## src/rtl/lsu_pkg.sv

```systemverilog
// Shared encodings for the load/store scheduler: access sizes, FSM states,
// queue-entry field offsets and store lane/mask helpers.
package lsu_pkg;

    localparam logic [1:0] SZ_B = 2'b00;
    localparam logic [1:0] SZ_H = 2'b01;
    localparam logic [1:0] SZ_W = 2'b10;

    typedef enum logic [1:0] {
        ST_IDLE   = 2'd0,
        ST_WAIT_C = 2'd1,
        ST_RESP   = 2'd2,
        ST_FAULT  = 2'd3
    } state_e;

    // Flat entry layout, low to high: ls, signed, size, wdata, addr, tag.
    localparam int E_LS   = 0;
    localparam int E_SGN  = 1;
    localparam int E_SZ   = 2;
    localparam int E_WD   = 4;
    localparam int E_ADDR = 36;

    function automatic logic is_misaligned(input logic [1:0] size, input logic [1:0] off);
        case (size)
            SZ_B:    return 1'b0;
            SZ_H:    return off[0];
            default: return off != 2'b00;
        endcase
    endfunction

    function automatic logic [3:0] store_mask(input logic [1:0] size, input logic [1:0] off);
        case (size)
            SZ_B:    return 4'b0001 << off;
            SZ_H:    return off[1] ? 4'b1100 : 4'b0011;
            default: return 4'b1111;
        endcase
    endfunction

    function automatic logic [31:0] store_lanes(input logic [1:0] size, input logic [31:0] wd);
        case (size)
            SZ_B:    return {4{wd[7:0]}};
            SZ_H:    return {2{wd[15:0]}};
            default: return wd;
        endcase
    endfunction

endpackage

```

## src/rtl/lsu_mem_sched_if.sv

```systemverilog
// Request, commit, flush, data-memory and writeback signals of the scheduler.
// slave is the scheduler's view; master is the surrounding pipeline/memory view.
interface lsu_mem_sched_if #(
    parameter int DMEM_ADDR_LEN = 8,
    parameter int ADDR_LEN      = 2,
    parameter int TAG_W         = 4
);
    logic                     req_valid_i;
    logic                     req_ready_o;
    logic                     req_ls_i;
    logic [1:0]               req_size_i;
    logic                     req_signed_i;
    logic [DMEM_ADDR_LEN-1:0] req_addr_i;
    logic [31:0]              req_wdata_i;
    logic [TAG_W-1:0]         req_tag_i;
    logic                     store_commit_i;
    logic [TAG_W-1:0]         store_commit_tag_i;
    logic                     flush_i;
    logic                     mem_csb_r_o;
    logic                     mem_csb_w_o;
    logic [DMEM_ADDR_LEN-3:0] mem_addr_r_o;
    logic [DMEM_ADDR_LEN-3:0] mem_addr_w_o;
    logic [3:0]               mem_wmask_o;
    logic [31:0]              mem_wdata_o;
    logic [31:0]              mem_rdata_i;
    logic                     wb_valid_o;
    logic [TAG_W-1:0]         wb_tag_o;
    logic [31:0]              wb_value_o;
    logic                     wb_misaligned_o;
    logic [ADDR_LEN:0]        count_o;

    modport slave (
        input  req_valid_i, req_ls_i, req_size_i, req_signed_i, req_addr_i,
               req_wdata_i, req_tag_i, store_commit_i, store_commit_tag_i,
               flush_i, mem_rdata_i,
        output req_ready_o, mem_csb_r_o, mem_csb_w_o, mem_addr_r_o, mem_addr_w_o,
               mem_wmask_o, mem_wdata_o, wb_valid_o, wb_tag_o, wb_value_o,
               wb_misaligned_o, count_o
    );

    modport master (
        output req_valid_i, req_ls_i, req_size_i, req_signed_i, req_addr_i,
               req_wdata_i, req_tag_i, store_commit_i, store_commit_tag_i,
               flush_i, mem_rdata_i,
        input  req_ready_o, mem_csb_r_o, mem_csb_w_o, mem_addr_r_o, mem_addr_w_o,
               mem_wmask_o, mem_wdata_o, wb_valid_o, wb_tag_o, wb_value_o,
               wb_misaligned_o, count_o
    );
endinterface

```

## src/rtl/lsu_load_align.sv

```systemverilog
// Load-data formatter: picks the byte/half lane addressed by off, moves it to
// bit 0 and sign- or zero-extends it. Purely combinational.
module lsu_load_align
    import lsu_pkg::*;
(
    input  logic [31:0] rdata,
    input  logic [1:0]  off,
    input  logic [1:0]  size,
    input  logic        sgn,
    output logic [31:0] result
);
    logic [7:0]  lane_b;
    logic [15:0] lane_h;

    always_comb begin
        lane_b = rdata[{off, 3'b000} +: 8];
        lane_h = off[1] ? rdata[31:16] : rdata[15:0];
        case (size)
            SZ_B:    result = {{24{sgn & lane_b[7]}}, lane_b};
            SZ_H:    result = {{16{sgn & lane_h[15]}}, lane_h};
            default: result = rdata;
        endcase
    end
endmodule

```

## src/rtl/lsu_mem_sched.sv

```systemverilog
// In-order load/store scheduler in front of a 1-read/1-write data memory.
// Loads return 2 cycles after enqueue into an empty queue; stores wait at the head for ROB commit.
module lsu_mem_sched
    import lsu_pkg::*;
#(
    parameter int DMEM_ADDR_LEN = 8,
    parameter int DEPTH         = 4,
    parameter int ADDR_LEN      = 2,
    parameter int TAG_W         = 4
) (
    input logic            clk_i,
    input logic            reset_i,
    lsu_mem_sched_if.slave bus
);
    localparam int EW    = E_ADDR + DMEM_ADDR_LEN + TAG_W;
    localparam int CNT_W = ADDR_LEN + 1;

    logic [EW-1:0]       q [DEPTH];
    logic [ADDR_LEN-1:0] rd_ptr, wr_ptr;
    logic [CNT_W-1:0]    count;
    state_e              state, state_n;

    logic [TAG_W-1:0] r_tag;
    logic [1:0]       r_off;
    logic [1:0]       r_size;
    logic             r_sgn;

    logic                     push, pop, capture, rd_issue, wr_issue, rd_go, wr_go, ready;
    logic [EW-1:0]            head;
    logic                     head_ls, head_sgn, head_mis;
    logic [1:0]               head_size;
    logic [31:0]              head_wdata;
    logic [DMEM_ADDR_LEN-1:0] head_addr;
    logic [TAG_W-1:0]         head_tag;
    logic [31:0]              aligned;

    assign head       = q[rd_ptr];
    assign head_ls    = head[E_LS];
    assign head_sgn   = head[E_SGN];
    assign head_size  = head[E_SZ +: 2];
    assign head_wdata = head[E_WD +: 32];
    assign head_addr  = head[E_ADDR +: DMEM_ADDR_LEN];
    assign head_tag   = head[E_ADDR + DMEM_ADDR_LEN +: TAG_W];
    assign head_mis   = is_misaligned(head_size, head_addr[1:0]);

    assign ready = count < CNT_W'(DEPTH);
    // Requests arriving alongside a flush belong to the squashed path.
    assign push  = bus.req_valid_i & ready & ~bus.flush_i;

    always_ff @(posedge clk_i) begin
        if (push) begin
            q[wr_ptr] <= {bus.req_tag_i, bus.req_addr_i, bus.req_wdata_i,
                          bus.req_size_i, bus.req_signed_i, bus.req_ls_i};
        end
    end

    always_comb begin
        state_n  = state;
        pop      = 1'b0;
        capture  = 1'b0;
        rd_issue = 1'b0;
        wr_issue = 1'b0;
        case (state)
            ST_IDLE: begin
                if (count != '0) begin
                    if (head_mis) begin
                        pop     = 1'b1;
                        capture = 1'b1;
                        state_n = ST_FAULT;
                    end else if (head_ls) begin
                        rd_issue = 1'b1;
                        pop      = 1'b1;
                        capture  = 1'b1;
                        state_n  = ST_RESP;
                    end else begin
                        state_n = ST_WAIT_C;
                    end
                end
            end
            ST_WAIT_C: begin
                if (bus.store_commit_i && (bus.store_commit_tag_i == head_tag)) begin
                    wr_issue = 1'b1;
                    pop      = 1'b1;
                    state_n  = ST_IDLE;
                end
            end
            ST_RESP:  state_n = ST_IDLE;
            ST_FAULT: state_n = ST_IDLE;
            default:  state_n = ST_IDLE;
        endcase
        if (bus.flush_i) begin
            state_n = ST_IDLE;
        end
    end

    always_ff @(posedge clk_i) begin
        if (!reset_i) begin
            state  <= ST_IDLE;
            count  <= '0;
            rd_ptr <= '0;
            wr_ptr <= '0;
            r_tag  <= '0;
            r_off  <= '0;
            r_size <= SZ_W;
            r_sgn  <= 1'b0;
        end else begin
            state <= state_n;
            if (bus.flush_i) begin
                count  <= '0;
                rd_ptr <= '0;
                wr_ptr <= '0;
            end else begin
                if (push) wr_ptr <= wr_ptr + ADDR_LEN'(1);
                if (pop)  rd_ptr <= rd_ptr + ADDR_LEN'(1);
                if (push && !pop)      count <= count + CNT_W'(1);
                else if (!push && pop) count <= count - CNT_W'(1);
            end
            if (capture) begin
                r_tag  <= head_tag;
                r_off  <= head_addr[1:0];
                r_size <= head_size;
                r_sgn  <= head_sgn;
            end
        end
    end

    lsu_load_align u_align (
        .rdata  (bus.mem_rdata_i),
        .off    (r_off),
        .size   (r_size),
        .sgn    (r_sgn),
        .result (aligned)
    );

    // Reset wins over any issue decision made this cycle.
    assign rd_go = rd_issue & reset_i;
    assign wr_go = wr_issue & reset_i;

    assign bus.req_ready_o     = ready;
    assign bus.count_o         = count;
    assign bus.mem_csb_r_o     = ~rd_go;
    assign bus.mem_csb_w_o     = ~wr_go;
    assign bus.mem_addr_r_o    = rd_go ? head_addr[DMEM_ADDR_LEN-1:2] : '0;
    assign bus.mem_addr_w_o    = wr_go ? head_addr[DMEM_ADDR_LEN-1:2] : '0;
    assign bus.mem_wmask_o     = wr_go ? store_mask(head_size, head_addr[1:0]) : 4'b0000;
    assign bus.mem_wdata_o     = wr_go ? store_lanes(head_size, head_wdata) : 32'd0;
    assign bus.wb_valid_o      = (state == ST_RESP) || (state == ST_FAULT);
    assign bus.wb_tag_o        = bus.wb_valid_o ? r_tag : '0;
    assign bus.wb_value_o      = (state == ST_RESP) ? aligned : 32'd0;
    assign bus.wb_misaligned_o = (state == ST_FAULT);
endmodule

```

## src/flat_wrapper.sv

```systemverilog
// flat-port wrapper written by rule: the top's interface ports become plain ports
module lsu_mem_sched_flat import lsu_pkg::*;
#(
    parameter int DMEM_ADDR_LEN = 8,
    parameter int DEPTH         = 4,
    parameter int ADDR_LEN      = 2,
    parameter int TAG_W         = 4
)
  (clk_i, reset_i, bus_req_valid_i, bus_req_ls_i, bus_req_size_i, bus_req_signed_i, bus_req_addr_i, bus_req_wdata_i, bus_req_tag_i, bus_store_commit_i, bus_store_commit_tag_i, bus_flush_i, bus_mem_rdata_i, bus_req_ready_o, bus_mem_csb_r_o, bus_mem_csb_w_o, bus_mem_addr_r_o, bus_mem_addr_w_o, bus_mem_wmask_o, bus_mem_wdata_o, bus_wb_valid_o, bus_wb_tag_o, bus_wb_value_o, bus_wb_misaligned_o, bus_count_o);
  lsu_mem_sched_if #(.DMEM_ADDR_LEN(DMEM_ADDR_LEN), .ADDR_LEN(ADDR_LEN), .TAG_W(TAG_W)) bus_i ();
  input logic clk_i;
  input logic reset_i;
  input wire logic [$bits(bus_i.req_valid_i)-1:0] bus_req_valid_i;
  input wire logic [$bits(bus_i.req_ls_i)-1:0] bus_req_ls_i;
  input wire logic [$bits(bus_i.req_size_i)-1:0] bus_req_size_i;
  input wire logic [$bits(bus_i.req_signed_i)-1:0] bus_req_signed_i;
  input wire logic [$bits(bus_i.req_addr_i)-1:0] bus_req_addr_i;
  input wire logic [$bits(bus_i.req_wdata_i)-1:0] bus_req_wdata_i;
  input wire logic [$bits(bus_i.req_tag_i)-1:0] bus_req_tag_i;
  input wire logic [$bits(bus_i.store_commit_i)-1:0] bus_store_commit_i;
  input wire logic [$bits(bus_i.store_commit_tag_i)-1:0] bus_store_commit_tag_i;
  input wire logic [$bits(bus_i.flush_i)-1:0] bus_flush_i;
  input wire logic [$bits(bus_i.mem_rdata_i)-1:0] bus_mem_rdata_i;
  output wire logic [$bits(bus_i.req_ready_o)-1:0] bus_req_ready_o;
  output wire logic [$bits(bus_i.mem_csb_r_o)-1:0] bus_mem_csb_r_o;
  output wire logic [$bits(bus_i.mem_csb_w_o)-1:0] bus_mem_csb_w_o;
  output wire logic [$bits(bus_i.mem_addr_r_o)-1:0] bus_mem_addr_r_o;
  output wire logic [$bits(bus_i.mem_addr_w_o)-1:0] bus_mem_addr_w_o;
  output wire logic [$bits(bus_i.mem_wmask_o)-1:0] bus_mem_wmask_o;
  output wire logic [$bits(bus_i.mem_wdata_o)-1:0] bus_mem_wdata_o;
  output wire logic [$bits(bus_i.wb_valid_o)-1:0] bus_wb_valid_o;
  output wire logic [$bits(bus_i.wb_tag_o)-1:0] bus_wb_tag_o;
  output wire logic [$bits(bus_i.wb_value_o)-1:0] bus_wb_value_o;
  output wire logic [$bits(bus_i.wb_misaligned_o)-1:0] bus_wb_misaligned_o;
  output wire logic [$bits(bus_i.count_o)-1:0] bus_count_o;
  assign bus_i.req_valid_i = bus_req_valid_i;
  assign bus_i.req_ls_i = bus_req_ls_i;
  assign bus_i.req_size_i = bus_req_size_i;
  assign bus_i.req_signed_i = bus_req_signed_i;
  assign bus_i.req_addr_i = bus_req_addr_i;
  assign bus_i.req_wdata_i = bus_req_wdata_i;
  assign bus_i.req_tag_i = bus_req_tag_i;
  assign bus_i.store_commit_i = bus_store_commit_i;
  assign bus_i.store_commit_tag_i = bus_store_commit_tag_i;
  assign bus_i.flush_i = bus_flush_i;
  assign bus_i.mem_rdata_i = bus_mem_rdata_i;
  assign bus_req_ready_o = bus_i.req_ready_o;
  assign bus_mem_csb_r_o = bus_i.mem_csb_r_o;
  assign bus_mem_csb_w_o = bus_i.mem_csb_w_o;
  assign bus_mem_addr_r_o = bus_i.mem_addr_r_o;
  assign bus_mem_addr_w_o = bus_i.mem_addr_w_o;
  assign bus_mem_wmask_o = bus_i.mem_wmask_o;
  assign bus_mem_wdata_o = bus_i.mem_wdata_o;
  assign bus_wb_valid_o = bus_i.wb_valid_o;
  assign bus_wb_tag_o = bus_i.wb_tag_o;
  assign bus_wb_value_o = bus_i.wb_value_o;
  assign bus_wb_misaligned_o = bus_i.wb_misaligned_o;
  assign bus_count_o = bus_i.count_o;
  lsu_mem_sched #(.DMEM_ADDR_LEN(DMEM_ADDR_LEN), .DEPTH(DEPTH), .ADDR_LEN(ADDR_LEN), .TAG_W(TAG_W)) u_core (.clk_i(clk_i), .reset_i(reset_i), .bus(bus_i));
endmodule
```

## config.mk

```make
export PLATFORM = sky130hd
export DESIGN_NAME = lsu_mem_sched_flat
export DESIGN_NICKNAME = d
export VERILOG_FILES = /design/src/rtl/lsu_pkg.sv /design/src/rtl/lsu_mem_sched_if.sv /design/src/rtl/lsu_load_align.sv /design/src/rtl/lsu_mem_sched.sv /design/src/flat_wrapper.sv
export SDC_FILE = /design/constraint.sdc
export NUM_CORES = 1
export LEC_CHECK = 0
export CAP_MARGIN = 40
export CORE_MARGIN = 2
export CORE_UTILIZATION = 47
export CTS_CLUSTER_DIAMETER = 40
export DETAILED_ROUTE_END_ITERATION = 10
export PLACE_DENSITY = 0.77
export SYNTH_ARGS = -nofsm -noshare
export SYNTH_HDL_FRONTEND = slang
export SYNTH_SLANG_ARGS = --single-unit
```

## constraint.sdc

```tcl
create_clock -name clk_i -period 2.8 [get_ports clk_i]
set_input_delay 0.28 -clock clk_i [delete_from_list [all_inputs] [get_ports clk_i]]
set_output_delay 0.28 -clock clk_i [all_outputs]
set_load 0.005 [all_outputs]
```

Yosys cells after proc, flatten, opt, wreduce, memory -nomap -nowiden:

Memories as Yosys holds them, arrays and structs flattened. A register that Yosys moved wholly into a read port is not among the register bits.
Index checks and enable logic that the tools add are counted.

* memory bits (writable): 192
* memories: 1
* register bits after elaboration: 18
* output and inout bits: 92
* bits of input ports: 89
* logic and storage cells: 82

* bitwise operators: 10
* magnitude comparators: 1
* add/subtract/negate cells: 4
* multiplexer cells: 33
* equality and inequality tests: 8
* shift-type cells: 2
* reductions and logical operators: 15

Memories
* u_core.q: depth 4, width 48, rd ports 1, clocked after memory_dff 1, write ports 1, line lsu_mem_sched.sv:18 `logic [EW-1:0] q [DEPTH];`

Operators by type and width (count)
* 32-bit one-hot mux with 2 select lines: 2
* 32-bit 2-to-1 mux: 2
* 32-bit by 6-bit variable part select with 8-bit output: 1
* 16-bit 2-to-1 mux: 1
* 2-bit 2-to-1 mux: 6
* 4-bit 2-to-1 mux: 3
* 6-bit 2-to-1 mux: 2
* 1-bit 2-to-1 mux: 11
* 4-bit one-hot mux with 2 select lines: 1
* 1-bit bitwise AND: 6
* 2-bit by 1-bit == test with 1-bit output (second input constant): 3
* 2-bit logical NOT: 3
* 3-bit 2-to-1 mux: 2
* 2-bit one-hot mux with 3 select lines: 1
* 2-bit by 1-bit adder with 2-bit output (second input constant): 2
* 2-bit == test (second input constant): 2
* 4-bit == test: 1
* 2-bit by 1-bit != test with 1-bit output (second input constant): 2
* 1-bit NOT: 4
* 1-bit one-hot mux with 2 select lines: 2
* 2-bit nonzero test: 2
* 2-bit OR reduction: 2
* 1-bit by 2-bit left shift with 4-bit output (first input constant): 1
* 3-bit by 1-bit adder with 3-bit output (second input constant): 1
* other kinds (7): 10

Depth between registers and ports, before layout:

* depth in word-level cells: 8
* depth in mapped cells: 12
* mapped depth without buffers: 10

Modules after synthesis:

Synthesis repeated with hierarchy kept, for this count alone.

* cells, all modules: 637
* area, all modules: 9456.6 um^2

Modules (own cells, without submodules)
* lsu_mem_sched: seq. area each 6165.9 um^2, cells an instance 514, area each 8750.9 um^2, instances 1
* lsu_load_align: seq. area each 0.0 um^2, cells an instance 123, area each 705.7 um^2, instances 1

Worst setup path after synthesis:

No wires, ideal clock.

* path kind: flip-flop to flip-flop
* from: register (tool-made name)
* to: register u_core.count[2], in the netlist u_core.bus.count_o[2]
* arrival: 3.047 ns
* cell stages (with the launch flop): 13
* path buffers: 2
* data required time: 2.729 ns
* clock period less this slack: 3.118 ns
* slack: -0.318 ns
* setup time: 0.071 ns
* cell sequence: dfxtp_1 > buf_6 > mux4_2 > or2_2 > buf_2 > o211ai_2 > o41a_1 > ha_1 > inv_1 > fa_1 > xor2_1 > or3_1 > a21oi_1

RTL lines
* to (signal assigned): line lsu_mem_sched.sv:115 `if (push && !pop) count <= count + CNT_W'(1);`
* to (signal assigned): line lsu_mem_sched.sv:116 `else if (!push && pop) count <= count - CNT_W'(1);`
* to (decl): line lsu_mem_sched.sv:20 `logic [CNT_W-1:0] count;`

==> results.cfg <==
[cts]
cts_num_sinks = 212
cts.path.max_buffers = 3
cts_tree = yes
cts_max_level = 1
cts_inserted_buffers = 25
worst_skew_pair.late_latency_ps = 520
cts.root.buffer_cell = clkbuf_16
worst_setup_hold_path_clk_slew_ps = 60
number_of_buffers_added_to_fix_hold_violations_after_cts = 0

[sta]
finClkSkew_ps = 6.44
worst_slew_slack_as_a_fraction_of_its_limit_pct = 66.9
final_max_slew_viol_count = 0
setup_total_negative_slack_ps = -16710
maxClockFrequency_mhz = 315
number_of_setup_violations_in_the_final_report = 52
hold_viol_final = 0
final_min_period_over_clock_period_pct = 113
worst_setup_margin_ps = -375
setup_repair_after_global_routing_missed_its_margin = true
min_period_ps = 3180
timing_worst_slew_pin_value_ps = 496

[worst_setup_path]
cpLargestDelayFamily = buffers and inverters
cp-end-kind = output port
setup.worst_path.class = register to output port
top_fanout_value_on_the_critical_path = 7
worstSetupStartpointType = register
crit_path_frequent_cell = buf_6
critical_path_arrival_ps = 2900
worstPathCellList = buf_6, mux4_2, xnor2_2, nand2_1, nor3_2, nand4b_1, buf_6, buf_12, buf_16, nor2b_4, buf_2
path_buf_inv = 5
critPathRequiredTime_ps = 2520
crit_path_top_delay_cell = mux4_2
crit_path_max_incr_delay_ps = 530

[yosys]
syn_inst = 623
dominantRegCellSynth = edfxtp_1
async_reset_ff_share_pct = 0
synthesis.area_um2 = 9240
synth-edff-count = 192
syn-num-nets = 718
synth.ff_latch_count = 212
synth_seq_area_share_pct = 66.7
yosysTopAreaCellShare_pct = 62.4
synth_top_cells_by_area = edfxtp_1, mux4_2, dfxtp_1
synth.largest_area_cell = edfxtp_1
ys_warn_count = 0
synth.avg_cell_area_um2 = 14.8
number_of_different_library_cells_in_the_post_synthesis_netlist = 39

[global_routing]
largest_net_degree_at_the_start_of_global_routing = 49
globalRouteOverflowTotal = 0
track_usage_pct = 24.8
first_global_vias = 6755
grt_pass1_wl_mm = 38.4
grt_antenna_before_repair = 0

[route]
met3_wirelength_mm = 2.24
detailroute.wirelength.met2_mm = 13.6
maxUsedRoutingLayer = met4
dr.first_iter.drc_count = 590
wl_per_cell_um = 22.6
detail_route.first_pass.iterations = 5
route.detailed.drc = 0
drt-total-wl_mm = 26.2
wl_met1_mm = 9.61
vias = 6507
detail-route-antenna-nets = 0
drt-vias-per-instance = 5.61

[min_path]
worstHoldPathType = input port to register

[place]
placed_cells = 1076
numPortBuffers = 180
final_gp_congestion = 0.907
post-dp-hpwl_mm = 15.9

[cells_and_area]
synthToLayoutAreaGrowth_pct = 42.1
num-nets-final = 971
final_layout_size_suffix_gt1_share_pct = 32.0
layout.core_utilization_pct = 67.7
final_cell_count_no_fill = 1160

[outcome]
violations_in_the_final_reports = negative setup slack
result_of_the_run = finished with violations

[die]
initial_core_util_pct = 47.6
num_io_pins = 181
die_height_um = 144
die_area_um2 = 20800
core_footprint_um2 = 19400
floorplan.rows = 51
die_x_um = 144

[power]
p_total_mw = 7.91
p_leak_nw = 5.15
power_density_over_the_cells_nw_per_um2 = 602
ir_worst_vdd_v = 0.000521

[job]
cap_violations = 0
-- placed cells by master (no fill, tap or decap), types with 6 or more instances in the layout --
master           Yosys  routed
dlymetal6s2s_1       0      22
nand2_1             38      37
a221oi_1             7       7
inv_1               38      37
buf_12               0       8
buf_4                0      53
clkdlybuf4s50_1      0     108
a21oi_1             55      39
mux2i_1             37      35
a21oi_2              0      10
nor2_4               0      17
a21oi_4              0       6
edfxtp_1           192     192
nor3_1              10       9
mux4_2              47      47
buf_2                7      44
nor2b_4              0       7
o21ai_0             11      10
buf_6                2      21
and2_1              11       7
dfxtp_1             20      17
clkbuf_16            0      26
nor2_1              63      41
nor2b_1             16       9
-- state kept, by name (all words and copies together), names as in the netlist, named ones only --
| register | count |
|---|---|
| u_core.r_off | 2 |
| u_core.wr_ptr | 2 |
| u_core.r_tag | 4 |
| u_core.q | 192 |
| u_core.rd_ptr | 2 |
| u_core.r_sgn | 1 |
| u_core.bus.count_o | 3 |
| u_core.r_size | 2 |
| u_core.state | 2 |
-- synthesized netlist by cell type, types with 2 or more instances --
cell type  count
or3_1          2
buf_2          7
nand2_1       38
buf_1          2
a211oi_1       3
a21oi_1       55
mux4_2        47
edfxtp_1     192
and2_1        11
nand2b_1       5
a221oi_1       7
inv_1         38
nor2_1        63
xor2_1         2
a21o_1         2
o21ai_0       11
clkbuf_1      28
mux2i_1       37
buf_6          2
ha_1           5
nor3_1        10
dfxtp_1       20
nor2b_1       16
xnor2_1        5
-- final cells by class --
type	instances	area (um^2)
multi-input cells	334	3120
clock inverters	16	158
fillers	1284	6270
flip-flops and latches	212	6170
clock buffers	29	641
inverters	38	143
diodes	1	2.50
well taps	265	332
repair buffers	265	2560
-- power breakdown --
group,switching (mW),internal (mW),leakage [nW]
registers,0.0512,3.54,1.91
logic,0.599,0.596,2.85
clock network,1.27,1.85,0.392
total,1.92,5.98,5.15
-- kinds of logic after synthesis --
logic type | after synthesis | share of synthesized area, %
AO/OA/AOI/OAI | 87 | 5.46
XOR/XNOR | 7 | 0.664
adder cells (fa/ha/maj) | 6 | 0.894
buffers and inverters | 77 | 3.39
flip-flops | 212 | 66.7
multiplexers | 85 | 15.6
AND/OR/NAND/NOR | 149 | 7.26
-- worst register-to-register path, delay by kind of cell (launching register included) --
kind	cells	cell delay, ps
DFF	1	400
and+or+nand+nor	2	590
AOI/OAI and AO/OA	3	510
xor gates and xnor gates	1	160
muxes	1	540
buffers and inverters	3	270
adders and majority gates	2	550
-- final timing paths --
kind	start	to	slack, ps	cells past startpoint
setup / recovery	register	bus_mem_wdata_o[7]	-380	11
hold / removal	bus_req_wdata_i[22]	u_core.q[1][26]	400	1
setup reg to reg	register	u_core.bus.count_o[2]	-290	12
hold reg to reg	u_core.rd_ptr[0]	u_core.rd_ptr[0]	520	2
-- metal layers --
| metal | vias up | GRT usage (%) |
|---|---|---|
| met5 | - | 0 |
| met4 | 0 | 8.07 |
| met3 | 61 | 4.97 |
| met2 | 372 | 45.6 |
| met1 | 3223 | 29.2 |
| li1 | 2851 | - |
-- metrics by stage --
stage	setup WS [ps]	hold slack, ps	cell area, um^2
finish	-375	396	13100
global route	-494	390	13100
CTS	-294	382	12900
detailed placement	-177	491	11700
global placement	-134	466	11700
floorplan	-202	379	9250
-- timing repair --
item / 4_1_cts / 5_1_grt
pin swaps: 28 / 18
cloned: 4 / 2
resized for setup: 288 / 59
setup endpoints to repair: 72 / 76
setup buffers: 36 / 7
Note: power is estimated with default switching activity, not from simulation.
